[src/rtl/fpu_scheduler_if.sv]
// rtl/fpu_scheduler_if.sv - Requester, response and fixed-point unit signals of the FPU scheduler
interface fpu_scheduler_if #(
    parameter int WIDTH = 32
);
    logic             req0_valid;
    logic [1:0]       req0_op;
    logic [WIDTH-1:0] req0_a;
    logic [WIDTH-1:0] req0_b;
    logic             req0_ready;
    logic             req1_valid;
    logic [1:0]       req1_op;
    logic [WIDTH-1:0] req1_a;
    logic [WIDTH-1:0] req1_b;
    logic             req1_ready;
    logic             resp0_valid;
    logic             resp1_valid;
    logic [WIDTH-1:0] resp_data;
    logic             resp_error;
    logic [WIDTH-1:0] fpu_operand_1;
    logic [WIDTH-1:0] fpu_operand_2;
    logic [1:0]       fpu_operation;
    logic [WIDTH-1:0] fpu_result;
    logic             fpu_ready;

    // Environment side: requesters plus the fixed-point unit.
    modport master (
        output req0_valid, req0_op, req0_a, req0_b,
        output req1_valid, req1_op, req1_a, req1_b,
        input  req0_ready, req1_ready,
        input  resp0_valid, resp1_valid, resp_data, resp_error,
        input  fpu_operand_1, fpu_operand_2, fpu_operation,
        output fpu_result, fpu_ready
    );

    modport slave (
        input  req0_valid, req0_op, req0_a, req0_b,
        input  req1_valid, req1_op, req1_a, req1_b,
        output req0_ready, req1_ready,
        output resp0_valid, resp1_valid, resp_data, resp_error,
        output fpu_operand_1, fpu_operand_2, fpu_operation,
        input  fpu_result, fpu_ready
    );
endinterface

[src/rtl/fpu_scheduler.sv]
// rtl/fpu_scheduler.sv - Round-robin scheduler sharing one fixed-point unit between two requesters
module fpu_scheduler #(
    parameter int WIDTH   = 32,
    parameter int TIMEOUT = 64
) (
    input  logic           clk,
    input  logic           reset,
    fpu_scheduler_if.slave bus
);
    localparam logic [1:0] FPU_ADD  = 2'd0;
    localparam logic [1:0] FPU_MUL  = 2'd2;
    localparam logic [1:0] FPU_SQRT = 2'd3;
    localparam int CW = $clog2(TIMEOUT) + 1;
    localparam logic [CW-1:0] CNT_LAST = CW'(TIMEOUT - 1);

    typedef enum logic [1:0] {IDLE, ISSUE, DONE, FLUSH} state_t;

    state_t           state, state_nx;
    logic             ptr;
    logic             owner;
    logic [1:0]       op_q;
    logic [WIDTH-1:0] a_q;
    logic [WIDTH-1:0] b_q;
    logic [CW-1:0]    cnt;
    logic [WIDTH-1:0] data_q;
    logic             error_q;
    logic             any_valid;
    logic             grant_id;
    logic             accept;
    logic             multi_cycle;
    logic             ready_seen;
    logic             timed_out;

    assign bus.resp_data  = data_q;
    assign bus.resp_error = error_q;

    always_comb begin
        any_valid   = bus.req0_valid | bus.req1_valid;
        grant_id    = (bus.req0_valid & bus.req1_valid) ? ptr : bus.req1_valid;
        accept      = (state == IDLE) & any_valid;
        multi_cycle = (op_q == FPU_MUL) | (op_q == FPU_SQRT);
        // MUL/SQRT may still show ready from the previous phase in their first cycle.
        ready_seen  = (state == ISSUE) & bus.fpu_ready & ~(multi_cycle & (cnt == '0));
        timed_out   = (state == ISSUE) & ~ready_seen & (cnt == CNT_LAST);

        state_nx          = state;
        bus.req0_ready    = 1'b0;
        bus.req1_ready    = 1'b0;
        bus.resp0_valid   = 1'b0;
        bus.resp1_valid   = 1'b0;
        bus.fpu_operation = FPU_ADD;
        bus.fpu_operand_1 = '0;
        bus.fpu_operand_2 = '0;

        case (state)
            IDLE: begin
                bus.req0_ready = reset & any_valid & ~grant_id;
                bus.req1_ready = reset & any_valid & grant_id;
                if (accept) state_nx = ISSUE;
            end
            ISSUE: begin
                bus.fpu_operation = op_q;
                bus.fpu_operand_1 = a_q;
                bus.fpu_operand_2 = b_q;
                if (ready_seen | timed_out) state_nx = DONE;
            end
            DONE: begin
                bus.resp0_valid = ~owner;
                bus.resp1_valid = owner;
                state_nx        = FLUSH;
            end
            FLUSH: begin
                state_nx = IDLE;
            end
            default: state_nx = IDLE;
        endcase
    end

    always_ff @(posedge clk or negedge reset) begin
        if (!reset) begin
            state   <= IDLE;
            ptr     <= 1'b0;
            owner   <= 1'b0;
            op_q    <= FPU_ADD;
            a_q     <= '0;
            b_q     <= '0;
            cnt     <= '0;
            data_q  <= '0;
            error_q <= 1'b0;
        end else begin
            state <= state_nx;
            if (accept) begin
                op_q  <= grant_id ? bus.req1_op : bus.req0_op;
                a_q   <= grant_id ? bus.req1_a  : bus.req0_a;
                b_q   <= grant_id ? bus.req1_b  : bus.req0_b;
                owner <= grant_id;
                ptr   <= ~grant_id;
                cnt   <= '0;
            end else if ((state == ISSUE) && !ready_seen && !timed_out) begin
                cnt <= cnt + 1'b1;
            end
            if (ready_seen) begin
                data_q  <= bus.fpu_result;
                error_q <= 1'b0;
            end else if (timed_out) begin
                data_q  <= '0;
                error_q <= 1'b1;
            end
        end
    end
endmodule

[src/flat_wrapper.sv]
// flat-port wrapper written by rule: the top's interface ports become plain ports
module fpu_scheduler_flat 
#(
    parameter int WIDTH   = 32,
    parameter int TIMEOUT = 64
)
  (clk, reset, bus_req0_valid, bus_req0_op, bus_req0_a, bus_req0_b, bus_req1_valid, bus_req1_op, bus_req1_a, bus_req1_b, bus_req0_ready, bus_req1_ready, bus_resp0_valid, bus_resp1_valid, bus_resp_data, bus_resp_error, bus_fpu_operand_1, bus_fpu_operand_2, bus_fpu_operation, bus_fpu_result, bus_fpu_ready);
  fpu_scheduler_if #(.WIDTH(WIDTH)) bus_i ();
  input  logic clk;
  input  logic reset;
  input wire logic [$bits(bus_i.req0_valid)-1:0] bus_req0_valid;
  input wire logic [$bits(bus_i.req0_op)-1:0] bus_req0_op;
  input wire logic [$bits(bus_i.req0_a)-1:0] bus_req0_a;
  input wire logic [$bits(bus_i.req0_b)-1:0] bus_req0_b;
  input wire logic [$bits(bus_i.req1_valid)-1:0] bus_req1_valid;
  input wire logic [$bits(bus_i.req1_op)-1:0] bus_req1_op;
  input wire logic [$bits(bus_i.req1_a)-1:0] bus_req1_a;
  input wire logic [$bits(bus_i.req1_b)-1:0] bus_req1_b;
  output wire logic [$bits(bus_i.req0_ready)-1:0] bus_req0_ready;
  output wire logic [$bits(bus_i.req1_ready)-1:0] bus_req1_ready;
  output wire logic [$bits(bus_i.resp0_valid)-1:0] bus_resp0_valid;
  output wire logic [$bits(bus_i.resp1_valid)-1:0] bus_resp1_valid;
  output wire logic [$bits(bus_i.resp_data)-1:0] bus_resp_data;
  output wire logic [$bits(bus_i.resp_error)-1:0] bus_resp_error;
  output wire logic [$bits(bus_i.fpu_operand_1)-1:0] bus_fpu_operand_1;
  output wire logic [$bits(bus_i.fpu_operand_2)-1:0] bus_fpu_operand_2;
  output wire logic [$bits(bus_i.fpu_operation)-1:0] bus_fpu_operation;
  input wire logic [$bits(bus_i.fpu_result)-1:0] bus_fpu_result;
  input wire logic [$bits(bus_i.fpu_ready)-1:0] bus_fpu_ready;
  assign bus_i.req0_valid = bus_req0_valid;
  assign bus_i.req0_op = bus_req0_op;
  assign bus_i.req0_a = bus_req0_a;
  assign bus_i.req0_b = bus_req0_b;
  assign bus_i.req1_valid = bus_req1_valid;
  assign bus_i.req1_op = bus_req1_op;
  assign bus_i.req1_a = bus_req1_a;
  assign bus_i.req1_b = bus_req1_b;
  assign bus_req0_ready = bus_i.req0_ready;
  assign bus_req1_ready = bus_i.req1_ready;
  assign bus_resp0_valid = bus_i.resp0_valid;
  assign bus_resp1_valid = bus_i.resp1_valid;
  assign bus_resp_data = bus_i.resp_data;
  assign bus_resp_error = bus_i.resp_error;
  assign bus_fpu_operand_1 = bus_i.fpu_operand_1;
  assign bus_fpu_operand_2 = bus_i.fpu_operand_2;
  assign bus_fpu_operation = bus_i.fpu_operation;
  assign bus_i.fpu_result = bus_fpu_result;
  assign bus_i.fpu_ready = bus_fpu_ready;
  fpu_scheduler #(.WIDTH(WIDTH), .TIMEOUT(TIMEOUT)) u_core (.clk(clk), .reset(reset), .bus(bus_i));
endmodule
[config.mk]
export PLATFORM = sky130hd
export DESIGN_NAME = fpu_scheduler_flat
export DESIGN_NICKNAME = d
export VERILOG_FILES = /design/src/rtl/fpu_scheduler_if.sv /design/src/rtl/fpu_scheduler.sv /design/src/flat_wrapper.sv
export SDC_FILE = /design/constraint.sdc
export NUM_CORES = 1
export LEC_CHECK = 0
export ABC_AREA = 1
export BUFFER_PORTS_ARGS = -buffer_cell sky130_fd_sc_hd__buf_4
export CORE_MARGIN = 2
export CORE_UTILIZATION = 48
export CTS_CLUSTER_SIZE = 25
export DETAILED_ROUTE_END_ITERATION = 12
export GPL_TIMING_DRIVEN = 0
export HOLD_SLACK_MARGIN = 0.15
export PLACE_DENSITY_LB_ADDON = 0.25
export SYNTH_ARGS = -nofsm -noshare
export SYNTH_HDL_FRONTEND = slang
export SYNTH_SLANG_ARGS = --single-unit
[constraint.sdc]
create_clock -name clk -period 1.65 [get_ports clk]
set_input_delay 0.0825 -clock clk [delete_from_list [all_inputs] [get_ports clk]]
set_output_delay 0.0825 -clock clk [all_outputs]
set_load 0.005 [all_outputs]
==> flow_metrics.py, run 1 <==
metrics = {
    "status": {
        "status": "stopped before the end",
        "stop_stage": "global routing",
        "first-error": "[ERROR DPL-0038] Utilization greater than 100%, impossible to legalize",
    },
    "synthesis": {
        "synth_nets": 939,
        "netlist_area_um2": 5970,
        "synth_cell_types": 28,
        "yosys_warnings": 0,
        "ys_seq_elements": 110,
        "ys_seq_area_share_pct": 46.1,
        "netlist_instances": 765,
        "syn_area_per_cell_um2": 7.81,
    },
    "floorplanning": {
        "fp.dieH_um": 116,
        "rows": 40,
        "start_util_pct": 49.5,
        "die_x_um": 116,
        "io_pins": 272,
    },
    "cts": {
        "cts-root-buf": "clkbuf_16",
        "cts_max_level": 3,
        "clockBufferDepth": 2,
        "cts_sinks": 110,
        "cts_made_buffers": 9,
    },
    "sta": {
        "worstEpCategory": "output port",
        "crit_endpoint": "bus_req0_ready",
    },
    "place": {
        "dp.cells": 1204,
        "dp_hpwl_mm": 13.4,
        "portBuffers": 270,
        "detailedPlace.worstSlack_ns": -0.103,
        "gp_congestion": 0.865,
        "place_area_um2": 8240,
    },
    "grt": {
        "grt_max_degree": 84,
    },
}
## cells by family after synthesis
family,Yosys count,synth area share [%]
AO/OA/AOI/OAI,36,5.09
XOR/XNOR,2,0.293
AND/OR/NAND/NOR,432,34.3
buffers and inverters,180,13.2
adder cells (fa/ha/maj),5,1.05
flip-flops,110,46.1
## Yosys cell counts (all sizes together)
master	count	area share [%]
dfrtp	110	46
buf	37	4.1
xor2	1	0.15
xnor2	1	0.15
inv	118	7.5
o21ai	36	5.1
nor2	16	1.3
nand3	144	12
nor3	1	0.084
clkbuf	23	1.4
ha	5	1.0
nand4	68	7.4
clkinv	2	0.17
nand2	203	13
## stage by stage
step	util [%]	hold slack, ns
floorplan	-	-0.213
global placement	68.1	0.289
detailed placement	68.3	-0.0277
CTS	87.2	0.0852
## repair_timing
action | in CTS
hold buffers | 171
gates resized for setup | 38
endpoints found under the setup margin | 129
endpoints found under the hold margin | 208
pin swaps | 3
buffers inserted | 9
==> run 2, diff against run 1 <==
Settings changed: CORE_UTILIZATION 48 to 35, CTS_CLUSTER_SIZE 25 to not set, HOLD_SLACK_MARGIN 0.15 to not set, PLACE_DENSITY_LB_ADDON 0.25 to 0.15.
==> flow_metrics.py, run 2 <==
metrics = {
    "status": {
        "status": "finished with violations",
        "violations": "hold timing, setup timing",
    },
    "floorplanning": {
        "rows": 47,
        "die_x_um": 135,
        "io_pins": 272,
        "start_util_pct": 35.9,
        "fp.dieH_um": 135,
        "die-area_um2": 18100,
        "core_um2": 16600,
    },
    "sta": {
        "slew_headroom_pct": 62.7,
        "post-route-period-util_pct": 104,
        "worst_slack_ns": -0.0715,
        "tightestPinTransition_ns": 0.560,
        "clock.fmax_mhz": 581,
        "period_needed_ns": 1.72,
        "rsz0062_at_grt": "true",
        "finClkSkew_ns": 0.00878,
        "hold_viol_final": 52,
        "finalSetupViolCount": 40,
        "slew_viol_final": 0,
        "hold_slack_ns": -0.332,
    },
    "finish": {
        "n_antenna_cell": 0,
        "layout_common_cells": "buf_4, dlygate4sd3_1, nand2_1, dfrtp_1, nand3_1",
        "drive_above_1_share_pct": 47.2,
        "final_common_cell": "buf_4",
        "final_util_pct": 69.7,
        "final_nets": 1394,
        "final_cell_area_um2": 11600,
        "area_delta_synth_final_pct": 94.2,
    },
    "cts": {
        "cts_tree": "done",
        "clock_latency_ns": 0.36,
        "cts_sinks": 110,
        "cts_hold_buf": 146,
        "clockBufferDepth": 2,
        "cts-root-buf": "clkbuf_16",
        "cts_made_buffers": 9,
        "cts.reportedPaths.clkPinSlew_ns": 0.08,
        "cts_max_level": 3,
    },
    "route": {
        "drt-wirelength-per-cell_um": 15.9,
        "wirelength_mm": 23.0,
        "ant_nets": 0,
        "drc": 0,
        "num_vias": 6974,
        "drt_pre_antenna_iters": 6,
        "viasPerCell": 4.83,
        "first_iter_violations": 421,
    },
    "power": {
        "power_uw": 18000,
        "power.leakage_uw": 0.00628,
        "ir_worst_vdd_uv": 778,
        "powerDensity_nw_per_um2": 1550,
    },
    "grt": {
        "grt_pass1_wl_mm": 33.0,
        "grt_antenna_before_repair": 0,
        "overflow": 0,
        "first_global_vias": 6766,
        "track_usage_pct": 22.9,
        "grt_max_degree": 60,
    },
    "place": {
        "place_area_um2": 8310,
        "gp_congestion": 0.801,
        "portBuffers": 270,
        "dp_hpwl_mm": 14.2,
    },
    "synthesis": {
        "synth_common_cells": "nand2_1, nand3_1, inv_1",
        "ys_top_cells_by_area": "dfrtp_1, nand2_1, nand3_1",
        "yosys_warnings": 0,
        "netlist_area_um2": 5970,
        "synthArstFlopShare_pct": 100,
        "yosysMostFrequentCell": "nand2_1",
        "synth_top_cell_by_area": "dfrtp_1",
        "synth_top_area_share_pct": 46.1,
        "synth-edff-count": 0,
        "ys_seq_area_share_pct": 46.1,
        "synthFlopType": "dfrtp_1",
        "netlist_instances": 765,
        "synth_nets": 939,
        "synth_cell_types": 28,
        "syn_area_per_cell_um2": 7.81,
        "ys_seq_elements": 110,
    },
    "critical_path": {
        "critPathKind": "reg -> out",
        "worstPathMaxFanout": 10,
        "crit_path_end_kind": "output pin",
        "cp.required_ns": 1.57,
        "worstPathArrival_ns": 1.64,
        "start_kind": "register",
    },
    "job": {
        "drv_cap": 0,
    },
    "min_path": {
        "hp-class": "in -> async",
    },
}
[run 2: cell counts after synthesis]
No cell type changed its count.
[run 2: critical path, stage by stage, from the launching register on]
cell and delay (ns):
dfrtp_2 0.44, inv_2 0.08, ha_4 0.18, clkbuf_8 0.19
nand3_1 0.11, nor2_1 0.14, buf_4 0.14
[run 2: layer usage]
| layer | GRT usage (%) | wire, µm | vias to the layer above |
|---|---|---|---|
| li1 | - | - | 3376 |
| met1 | 29.1 | 9540 | 3267 |
| met2 | 39.1 | 11400 | 291 |
| met3 | 4.17 | 1550 | 40 |
| met4 | 8.01 | 515 | 0 |
| met5 | 0 | 0 | - |
[run 2: worst paths after layout]
| path | from | to | slack (ns) | cells past startpoint |
|---|---|---|---|---|
| setup reg to reg | u_core.state[0]$_DFFE_PN0P_ | u_core.a_q[6]$_DFFE_PN0P_ | 0 | 10 |
| setup / recovery | u_core.state[0]$_DFFE_PN0P_ | bus_req1_ready | -0.07 | 6 |
| hold reg to reg | u_core.a_q[30]$_DFFE_PN0P_ | u_core.a_q[30]$_DFFE_PN0P_ | 0.50 | 2 |
| min in group clk | bus_req1_b[10] | u_core.b_q[10]$_DFFE_PN0P_ | 0.01 | 3 |
| max in group asynchronous | reset | u_core.state[0]$_DFFE_PN0P_ | 1.28 | 2 |
| hold / removal | reset | u_core.bus.resp_data[2]$_DFFE_PN0P_ | -0.33 | 1 |
[run 2: where the power goes]
| part | switching [µW] | internal (µW) | leakage [µW] |
|---|---|---|---|
| registers | 1150 | 3990 | 0.00136 |
| clock network | 1060 | 1190 | 0.000136 |
| logic | 5160 | 5430 | 0.00478 |
| total | 7360 | 10600 | 0.00628 |
[run 2: cells by family after synthesis]
group	after synthesis	synth area share, %
XOR/XNOR	2	0.293
buffers and inverters	180	13.2
flip-flops	110	46.1
AO/OA/AOI/OAI	36	5.09
adder cells (fa/ha/maj)	5	1.05
AND/OR/NAND/NOR	432	34.3
[run 2: per-stage QoR]
step / setup WS (ns) / instances / setup TNS [ns] / hold WS (ns)
after floorplan: 0.191 / 765 / 0 / -0.213
after global placement: -0.147 / 1255 / -5.61 / 0.295
after detailed placement: -0.165 / 1256 / -6.16 / 0.0653
after CTS: -0.0890 / 1427 / -2.54 / -0.313
after global routing: -0.140 / 1445 / -6.84 / -0.295
final: -0.0715 / 1445 / -1.46 / -0.332
[run 2: area by class of cell]
cell class	instances	area, µm²
fillers	1235	5040
inverters	120	468
flip-flops and latches	110	2760
multi-input cells	475	3210
well taps	220	275
clock buffers	11	233
plain buffers	54	489
repair buffers	450	4110
clock inverters	5	58.8
[run 2: timing repair]
item,4_1_cts,5_1_grt
endpoints found under the hold margin,150,52
setup endpoints to repair,129,161
setup buffers,11,9
gates resized for setup,50,272
pin swaps,3,37
cloned,0,13
Note: power is estimated with default switching activity, not from simulation.
==> run 3, diff against run 2 <==
Clock period 1.65 ns to 1.5 ns, I/O delays scaled along.
==> flow_metrics.py, run 3 (same netlist as run 2, synthesis figures left out) <==
metrics = {
    "critical_path": {
        "critPathKind": "reg -> out",
        "crit_path_end_kind": "output pin",
        "cp.required_ns": 1.42,
        "worstPathMaxFanout": 4,
        "start_kind": "register",
        "worstPathArrival_ns": 1.69,
    },
    "sta": {
        "post-route-period-util_pct": 117,
        "tightestPinTransition_ns": 0.627,
        "hold_slack_ns": -0.340,
        "clock.fmax_mhz": 568,
        "worst_slack_ns": -0.261,
        "slew_headroom_pct": 58.2,
        "finalSetupViolCount": 167,
        "period_needed_ns": 1.76,
        "slew_viol_final": 0,
        "hold_viol_final": 52,
        "setup_tns_ns": -25.71,
        "rsz0062_at_grt": "true",
        "finClkSkew_ns": 0.00870,
    },
    "cts": {
        "cts-root-buf": "clkbuf_16",
        "cts_sinks": 110,
        "cts.reportedPaths.clkPinSlew_ns": 0.08,
        "clockBufferDepth": 2,
        "cts_tree": "done",
        "cts_hold_buf": 156,
        "clock_latency_ns": 0.36,
        "cts_made_buffers": 9,
        "cts_max_level": 3,
    },
    "power": {
        "powerDensity_nw_per_um2": 1780,
        "power_uw": 23200,
        "ir_worst_vdd_uv": 897,
        "power.leakage_uw": 0.00711,
    },
    "grt": {
        "grt_antenna_before_repair": 1,
        "overflow": 0,
        "track_usage_pct": 24.3,
        "grt_pass1_wl_mm": 35.0,
        "first_global_vias": 7092,
        "grt_max_degree": 60,
    },
    "finish": {
        "final_common_cell": "buf_4",
        "nFillCells": 1014,
        "layout_common_cells": "buf_4, dlygate4sd3_1, nand2_4, dfrtp_1, nand3_1",
        "final_cell_area_um2": 13100,
        "final_nets": 1434,
        "seq_area_um2": 2750,
        "area_delta_synth_final_pct": 119,
        "multi_input_area_um2": 3850,
        "drive_above_1_share_pct": 57.4,
    },
    "floorplanning": {
        "die_x_um": 135,
        "rows": 47,
        "fp.dieH_um": 135,
        "start_util_pct": 35.9,
        "die-area_um2": 18100,
        "io_pins": 272,
        "core_um2": 16600,
    },
    "route": {
        "wirelength_mm": 26.8,
        "viasPerCell": 4.97,
        "ant_nets": 0,
        "drc": 0,
        "first_iter_violations": 429,
        "drt-wirelength-per-cell_um": 18.1,
        "drt_pre_antenna_iters": 5,
        "num_vias": 7388,
    },
    "place": {
        "dp_hpwl_mm": 14.2,
        "gp_congestion": 0.801,
        "portBuffers": 270,
        "place_area_um2": 8310,
    },
    "job": {
        "drv_cap": 0,
    },
    "status": {
        "status": "finished with violations",
        "violations": "hold timing, setup timing",
    },
    "min_path": {
        "hp-class": "in -> async",
    },
}
[run 3: repair_timing]
item,in CTS,in global routing
gates cloned,6,18
hold endpoints to repair,150,52
buffers inserted,24,19
pin swaps,6,50
endpoints found under the setup margin,175,180
resized for setup,176,441
[run 3: worst max-delay path: stages (launching register included)]
cell	delay (ns)
dfrtp_2	0.45
inv_2	0.09
ha_4	0.17
inv_4	0.04
nor2_4	0.17
buf_6	0.14
nand2_4	0.05
nor2_2	0.08
buf_4	0.12
[run 3: layer usage]
metal	global-route usage, %	up-vias	wire length (µm)
met5	0	-	0
met4	8.07	0	628
met3	4.28	57	1510
met2	42.6	308	13800
met1	30.1	3552	10900
li1	-	3471	-
[run 3: layout make-up]
type | instances | share of cell area (%)
flip-flops and latches | 110 | 21.1
well taps | 220 | 2.11
plain buffers | 52 | 4.56
diodes | 1 | 0.0192
inverters | 120 | 3.66
clock inverters | 5 | 0.451
repair buffers | 491 | 36.8
clock buffers | 11 | 1.78
multi-input cells | 476 | 29.5
[run 3: where the power goes]
part	total (µW)	switching (µW)	internal (µW)
clock network	2480	1180	1300
logic	14700	6940	7730
registers	6040	1650	4390
[run 3: stage by stage]
step           setup WS (ns)  instances  util (%)
2_1_floorplan         0.0412        765         -
3_3_place_gp          -0.297       1255      49.7
3_5_place_dp          -0.315       1256      49.9
4_1_cts               -0.220       1454      66.1
5_1_grt               -0.312       1486      78.4
6_report              -0.261       1486      78.4
[run 3: final timing paths]
path | startpoint | endpoint | slack [ns] | depth (start not counted)
setup / recovery | u_core.state[0]$_DFFE_PN0P_ | bus_req0_ready | -0.26 | 8
max in group asynchronous | reset | u_core.state[0]$_DFFE_PN0P_ | 1.12 | 2
min in group clk | bus_req1_a[18] | u_core.a_q[18]$_DFFE_PN0P_ | 0.01 | 3
hold reg to reg | u_core.b_q[4]$_DFFE_PN0P_ | u_core.b_q[4]$_DFFE_PN0P_ | 0.50 | 2
hold / removal | reset | u_core.bus.resp_data[2]$_DFFE_PN0P_ | -0.34 | 1
setup reg to reg | u_core.state[0]$_DFFE_PN0P_ | u_core.b_q[30]$_DFFE_PN0P_ | -0.20 | 10
==> run 4, diff against run 3 <==
Settings changed: BUFFER_PORTS_ARGS -buffer_cell sky130_fd_sc_hd__buf_4 to not set, DONT_BUFFER_PORTS set to 1.
==> flow_metrics.py, run 4 (same netlist as run 2, synthesis figures left out) <==
metrics = {
    "status": {
        "status": "finished with violations",
        "violations": "hold timing, setup timing",
    },
    "route": {
        "ant_nets": 0,
        "wirelength_mm": 20.3,
        "drt_pre_antenna_iters": 5,
        "viasPerCell": 5.05,
        "first_iter_violations": 304,
        "drc": 0,
        "num_vias": 6039,
        "drt-wirelength-per-cell_um": 17.0,
    },
    "sta": {
        "period_needed_ns": 1.61,
        "worst_slack_ns": -0.112,
        "setup_tns_ns": -6.40,
        "clock.fmax_mhz": 620,
        "rsz0062_at_grt": "true",
        "hold_viol_final": 110,
        "hold_slack_ns": -0.589,
        "slew_headroom_pct": 53.5,
        "tightestPinTransition_ns": 0.697,
        "slew_viol_final": 0,
        "finClkSkew_ns": 0.00866,
        "finalSetupViolCount": 154,
        "post-route-period-util_pct": 107,
    },
    "grt": {
        "grt_pass1_wl_mm": 31.1,
        "track_usage_pct": 21.6,
        "first_global_vias": 5934,
        "grt_max_degree": 112,
        "grt_antenna_before_repair": 0,
        "overflow": 0,
    },
    "critical_path": {
        "worstPathArrival_ns": 1.84,
        "crit_family": "buffers and inverters",
        "critPathSlowestCell": "dfrtp_1",
        "critPathKind": "reg -> reg",
        "start_kind": "register",
        "cp_slowest_stage_delay_ns": 0.40,
        "cp_num_buf_inv": 5,
        "crit_path_end_kind": "register",
        "crit_chain": "inv_2, ha_4, buf_12, nand2_2, inv_2, nand2_8, o21ai_4, buf_12, clkbuf_16, o21ai_2",
        "cp.required_ns": 1.73,
        "worstPathMaxFanout": 8,
    },
    "finish": {
        "seq_area_um2": 2750,
        "drive_above_1_share_pct": 21.5,
        "final_nets": 1146,
        "final_common_cell": "nand2_1",
        "n_antenna_cell": 0,
        "area_delta_synth_final_pct": 50.8,
        "nFillCells": 1495,
        "layout_common_cells": "nand2_1, dlygate4sd3_1, nand3_1, dfrtp_1, inv_1",
        "multi_input_area_um2": 2630,
    },
    "min_path": {
        "hp-class": "in -> async",
    },
    "cts": {
        "cts_max_level": 3,
        "clockBufferDepth": 2,
        "cts_hold_buf": 165,
        "cts_tree": "done",
        "clock_latency_ns": 0.35,
        "cts_made_buffers": 9,
        "cts_sinks": 110,
        "cts.reportedPaths.clkPinSlew_ns": 0.08,
        "cts-root-buf": "clkbuf_16",
    },
    "job": {
        "drv_cap": 0,
    },
    "power": {
        "power_uw": 16200,
        "ir_worst_vdd_uv": 1070,
        "powerDensity_nw_per_um2": 1800,
        "power.leakage_uw": 0.00450,
    },
    "place": {
        "portBuffers": 0,
        "dp_hpwl_mm": 13.1,
        "gp_congestion": 0.806,
    },
    "floorplanning": {
        "die-area_um2": 18100,
        "core_um2": 16600,
        "io_pins": 272,
        "rows": 47,
        "die_x_um": 135,
        "fp.dieH_um": 135,
        "start_util_pct": 35.9,
    },
}
[run 4: metal layers]
| metal | track usage, % | share of wire [%] | vias up |
|---|---|---|---|
| li1 | - | - | 2870 |
| met1 | 27.9 | 42 | 2862 |
| met2 | 36.9 | 50 | 287 |
| met3 | 4.02 | 7.1 | 20 |
| met4 | 6.32 | 1.1 | 0 |
| met5 | 0 | 0 | - |
[run 4: worst paths after layout]
path | slack (ns) | from | cells after the start | end
setup / recovery | -0.11 | u_core.state[1]$_DFFE_PN0P_ | 10 | u_core.bus.resp_data[24]$_DFFE_PN0P_
hold / removal | -0.59 | reset | 0 | u_core.bus.resp_data[2]$_DFFE_PN0P_
setup reg to reg | -0.11 | u_core.state[1]$_DFFE_PN0P_ | 10 | u_core.bus.resp_data[24]$_DFFE_PN0P_
hold reg to reg | 0.49 | u_core.a_q[18]$_DFFE_PN0P_ | 2 | u_core.a_q[18]$_DFFE_PN0P_
max in group asynchronous | 1.92 | reset | 0 | u_core.a_q[17]$_DFFE_PN0P_
min in group clk | 0.09 | bus_fpu_ready | 6 | u_core.bus.resp_data[31]$_DFFE_PN0P_
[run 4: power breakdown]
part           total (µW)  switching (µW)  internal, µW
sequential           5400            1010          4390
combinational        8470            4580          3890
clock                2350            1160          1190
[run 4: stage by stage]
step	setup slack (ns)	util, %	instance area (µm²)	instances
after detailed placement	-0.290	37.5	6250	985
final	-0.112	54.1	9010	1197
after floorplan	0.0412	-	5970	765
after global routing	-0.204	54.1	9010	1197
after CTS	-0.152	52.3	8700	1183
after global placement	-0.271	37.5	6250	985
[run 4: area by class of cell]
type                            count  share of cell area (%)
Sequential cell                   110                    30.6
Multi-Input combinational cell    475                    29.1
Timing Repair Buffer              198                    23.0
Buffer                             58                    6.00
Inverter                          120                    5.11
Tap cell                          220                    3.06
Clock buffer                       11                    2.69
Clock inverter                      5                   0.458
[run 4: repair_timing]
action	in CTS	in global routing
gates resized for setup	111	62
setup endpoints to repair	175	180
gates cloned	3	4
pin swaps	4	12
hold endpoints to repair	210	110
buffers inserted	14	15
